File: src/rtl/result_checker_fsm.sv
`default_nettype none
// ---------------------------------------------------------------------------
// result_checker_fsm : walks ABCD 0..15 into a decoder, samples F after a
//                      programmable settle time and tallies pass/fail results.
// Revision 1.0
// ---------------------------------------------------------------------------
module result_checker_fsm #(
  parameter int          SETTLE_CYCLES = 1,
  parameter logic [15:0] EXPECT_MASK   = 16'h0A0A
) (
  input  logic       clk,
  input  logic       rst_n,
  input  logic       start,
  output logic [3:0] abcd_out,
  input  logic       f_in,
  output logic       busy,
  output logic       done,
  output logic       pass,
  output logic [4:0] pass_count,
  output logic [4:0] fail_count,
  output logic       first_fail_valid,
  output logic [3:0] first_fail_code
);

  generate
    if (SETTLE_CYCLES < 1 || SETTLE_CYCLES > 15) begin : g_bad_settle
      $error("SETTLE_CYCLES must lie in 1..15");
    end
  endgenerate

  localparam logic [3:0] SETTLE_LOAD = 4'(SETTLE_CYCLES - 1);

  typedef enum logic [1:0] {
    IDLE   = 2'd0,
    SETTLE = 2'd1,
    CHECK  = 2'd2,
    DONE   = 2'd3
  } state_t;

  state_t     state, state_nxt;
  logic [3:0] settle_cnt, settle_cnt_nxt;
  logic [3:0] abcd_nxt;
  logic       done_nxt;
  logic       pass_nxt;
  logic [4:0] pass_count_nxt;
  logic [4:0] fail_count_nxt;
  logic       ffv_nxt;
  logic [3:0] ffc_nxt;
  logic       match;

  always_ff @(posedge clk) begin
    if (!rst_n) begin
      state            <= IDLE;
      settle_cnt       <= 4'd0;
      abcd_out         <= 4'd0;
      done             <= 1'b0;
      pass             <= 1'b0;
      pass_count       <= 5'd0;
      fail_count       <= 5'd0;
      first_fail_valid <= 1'b0;
      first_fail_code  <= 4'd0;
    end else begin
      state            <= state_nxt;
      settle_cnt       <= settle_cnt_nxt;
      abcd_out         <= abcd_nxt;
      done             <= done_nxt;
      pass             <= pass_nxt;
      pass_count       <= pass_count_nxt;
      fail_count       <= fail_count_nxt;
      first_fail_valid <= ffv_nxt;
      first_fail_code  <= ffc_nxt;
    end
  end

  always_comb begin
    state_nxt      = state;
    settle_cnt_nxt = settle_cnt;
    abcd_nxt       = abcd_out;
    done_nxt       = 1'b0;
    pass_nxt       = pass;
    pass_count_nxt = pass_count;
    fail_count_nxt = fail_count;
    ffv_nxt        = first_fail_valid;
    ffc_nxt        = first_fail_code;
    match          = 1'b0;

    case (state)
      IDLE, DONE: begin
        if (start) begin
          state_nxt      = SETTLE;
          settle_cnt_nxt = SETTLE_LOAD;
          abcd_nxt       = 4'd0;
          pass_nxt       = 1'b0;
          pass_count_nxt = 5'd0;
          fail_count_nxt = 5'd0;
          ffv_nxt        = 1'b0;
          ffc_nxt        = 4'd0;
        end
      end
      SETTLE: begin
        if (settle_cnt == 4'd0) begin
          state_nxt = CHECK;
        end else begin
          settle_cnt_nxt = settle_cnt - 4'd1;
        end
      end
      CHECK: begin
        match = (f_in == EXPECT_MASK[abcd_out]);
        if (match) begin
          pass_count_nxt = pass_count + 5'd1;
        end else begin
          fail_count_nxt = fail_count + 5'd1;
          if (!first_fail_valid) begin
            ffv_nxt = 1'b1;
            ffc_nxt = abcd_out;
          end
        end
        if (abcd_out != 4'd15) begin
          abcd_nxt       = abcd_out + 4'd1;
          settle_cnt_nxt = SETTLE_LOAD;
          state_nxt      = SETTLE;
        end else begin
          // The last compare has to take part in the verdict.
          state_nxt = DONE;
          done_nxt  = 1'b1;
          pass_nxt  = match && (fail_count == 5'd0);
        end
      end
      default: state_nxt = IDLE;
    endcase
  end

  assign busy = (state == SETTLE) || (state == CHECK);

endmodule
`default_nettype wire

File: config.mk
export PLATFORM = sky130hd
export DESIGN_NAME = result_checker_fsm
export DESIGN_NICKNAME = d
export VERILOG_FILES = /design/src/rtl/result_checker_fsm.sv
export SDC_FILE = /design/constraint.sdc
export NUM_CORES = 1
export LEC_CHECK = 0
export CORE_AREA = 2 2 69 71
export CTS_CLUSTER_SIZE = 30
export DETAILED_ROUTE_END_ITERATION = 16
export DIE_AREA = 0 0 71 73
export PLACE_DENSITY = 0.66
export SYNTH_ARGS = -nofsm -noshare
export SYNTH_HDL_FRONTEND = slang
export SYNTH_SLANG_ARGS = --single-unit
File: constraint.sdc
create_clock -name clk -period 2.1 [get_ports clk]
set_input_delay 0.42 -clock clk [delete_from_list [all_inputs] [get_ports clk]]
set_output_delay 0.42 -clock clk [all_outputs]
set_load 0.01 [all_outputs]
==> flow_metrics.py <==
metrics = {
    "run": {
        "maxCapViolCount": 0,
    },
    "synthesis": {
        "synth_area_mm2": 0.00148,
        "avgSynthCellArea_um2": 8.28,
        "ys_warn_count": 0,
        "async_reset_ff_frac": 0,
        "synth.distinct_cells": 42,
        "ys_seq_elements": 28,
        "synthTopCellsByArea": "dfxtp_1 38%, ha_1 7.6%, nand3_1 5.4%, nand2_1 4.8%, a21oi_1 4.4%",
        "synth_cells": 179,
        "yosys.area.top_type_share": 0.378,
        "ys_seq_area_frac": 0.378,
        "syn_nets": 192,
        "yosysTopAreaCell": "dfxtp_1",
        "synth_flop_cell": "dfxtp_1",
        "synth_edf_count": 0,
    },
    "die": {
        "die_h_um": 73,
        "dieArea_mm2": 0.00518,
        "initial_core_util": 0.327,
        "fp.coreArea_mm2": 0.00454,
        "rows": 25,
        "ios": 26,
        "die_w_um": 71,
    },
    "routing": {
        "ant_nets": 0,
        "vias_per_cell": 5.31,
        "remaining_drc_errors": 0,
        "dr.first_iter.drc_count": 136,
        "num_vias": 1407,
        "wire_per_inst_um": 13.5,
        "routed_wl_um": 3590,
        "dr.pass1.iters": 4,
    },
    "cts": {
        "cts_buffers": 3,
        "insertion_delay_ps": 270,
        "root_buffer": "clkbuf_8",
        "cts_tree": "done",
        "h-tree-depth": 1,
        "cts_buffer_depth": 2,
        "hold_buffers": 0,
        "cts_setup_buffers": 0,
        "cts.sinks": 28,
        "cts.clk_slew.worst_paths_ps": 100,
    },
    "sta": {
        "min_period_ps": 1870,
        "rsz0062_at_grt": "false",
        "hold_ws_ps": 470,
        "hold_viol": 0,
        "slew_headroom": 0.669,
        "final_max_slew_viol_count": 0,
        "tightest_slew_ps": 492,
        "fin_crit_sh": 0.892,
        "worst_clock_skew_ps": 1.22,
        "setup_violations": 0,
        "max_freq_mhz": 534,
    },
    "setup_path": {
        "cp-end-kind": "register",
        "reg2reg_to": "pass_count[3]",
        "critPathKind": "register to register",
        "ff2ff_setup_slack_ps": 230,
        "cp_max_fo": 6,
        "worstPathRequired_ps": 2310,
        "reg2regPathDepth": 6,
        "r2r-start": "state[0]",
        "critPathLaunchType": "register",
        "critical_path_arrival_ps": 2080,
    },
    "placement": {
        "io_buffers": 25,
        "dp_hpwl_um": 2680,
        "dpl_cell_area_mm2": 0.00186,
        "place.gp.congestion": 0.859,
        "dp.cells": 261,
    },
    "outcome": {
        "status": "finished clean",
    },
    "worst_hold_path": {
        "hold_path.class": "register to register",
        "min_delay_path_depth": 2,
        "min_from": "pass",
        "hold_end": "pass",
    },
    "global_routing": {
        "grt.overflow.total": 0,
        "grt_first_pass_wirelength_um": 6020,
        "first_global_vias": 1261,
        "antenna_found_initial": 0,
        "grt_max_degree": 18,
        "grt_usage": 0.145,
    },
    "cells_and_area": {
        "antennaDiodeCount": 0,
        "instances_no_fill": 265,
        "areaGrowthSynthToFinish_pct": 29.3,
        "nets": 225,
        "final_core_util": 0.423,
        "drive_above_1_share": 0.114,
        "final_cell_area_mm2": 0.00192,
    },
    "power": {
        "power_density_mw_per_mm2": 588,
        "vdd_drop_max_mv": 0.236,
        "leakage_nw": 0.707,
    },
}
state kept, by name, summed over array words and instances, names as in the netlist, named ones only:
signal	flops
done	1
pass_count	5
first_fail_valid	1
first_fail_code	4
abcd_out	4
state	2
pass	1
fail_count	5
settle_cnt	4
critical path, stage by stage, from the launching register on:
cell	delay (ps)
dfxtp_2	370
inv_1	50
ha_1	350
mux2i_1	190
buf_4	180
or4b_1	500
a31oi_1	170
worst max-delay path by stage:
stage	startpoint	end	slack [ps]
finish	state[0]	pass_count[3]	230
global route	state[0]	first_fail_code[1]	130
CTS	state[0]	busy	0.9
detailed placement	f_in	pass_count[4]	-2
global placement	f_in	fail_count[3]	30
floorplan	state[0]	first_fail_code[0]	320
power breakdown:
part           switching, mW  total (mW)  internal, mW  leakage (nW)
Combinational          0.134       0.234         0.101         0.452
Sequential            0.0120       0.553         0.541         0.226
Clock                  0.172       0.340         0.168        0.0288
Total                  0.318        1.13         0.809         0.707
cells in the final DEF (no fill, tap or decap), drive strengths merged, types with 3 or more instances in the layout:
cell type,instances
o21ai,7
ha,9
nand2,19
clkbuf,4
nor4b,3
nand4,8
nor4,3
nand2b,5
a21oi,13
a31oi,6
clkdlybuf4s50,24
buf,13
dfxtp,28
and2,3
nand3,16
or4b,4
a22o,3
inv,9
nor2,7
per-stage QoR:
| stage | setup slack, ps | TNS [ps] | total power, mW |
|---|---|---|---|
| finish | 227 | 0 | 1.13 |
| global route | 126 | 0 | 1.19 |
| CTS | 0.930 | 0 | 1.14 |
| detailed placement | -1.52 | -1.52 | 0.799 |
| global placement | 33.3 | 0 | 0.799 |
| floorplan | 325 | 0 | 0.701 |
cell usage after synthesis (5+ instances only):
| library cell | number |
|---|---|
| inv_1 | 8 |
| nand2_1 | 19 |
| nand4_1 | 8 |
| clkbuf_1 | 7 |
| a21oi_1 | 13 |
| a31oi_1 | 6 |
| nand2b_1 | 5 |
| nor2_1 | 7 |
| dfxtp_1 | 28 |
| nand3_1 | 16 |
| o21ai_0 | 7 |
| ha_1 | 9 |
layer usage:
| metal | routed length (µm) | up-vias | global-route usage |
|---|---|---|---|
| li1 | - | 722 | - |
| met1 | 1770 | 642 | 0.202 |
| met2 | 1620 | 41 | 0.231 |
| met3 | 163 | 2 | 0.0235 |
| met4 | 31 | 0 | 0.0440 |
| met5 | 0 | - | 0 |
cell families after synthesis:
kind of cell,after synthesis,synth area share
compound gates,40,0.173
xor+xnor,2,0.0169
fa+ha+maj,9,0.0760
buf+inv,19,0.0498
flops,28,0.378
mux,1,0.00675
simple gates,80,0.300
area by class of cell:
class / count / area [µm²]
clock buffers: 4 / 55.1
fillers: 459 / 2620
inverters: 9 / 33.8
multi-input cells: 132 / 848
flip-flops and latches: 28 / 562
well taps: 54 / 67.6
repair buffers: 38 / 350
what timing repair did:
action	in CTS	in global routing
setup endpoints to repair	1	1
gates resized for setup	1	1
hold endpoints to repair	0	0
cloned	0	0
Note: power is estimated with default switching activity, not from simulation.
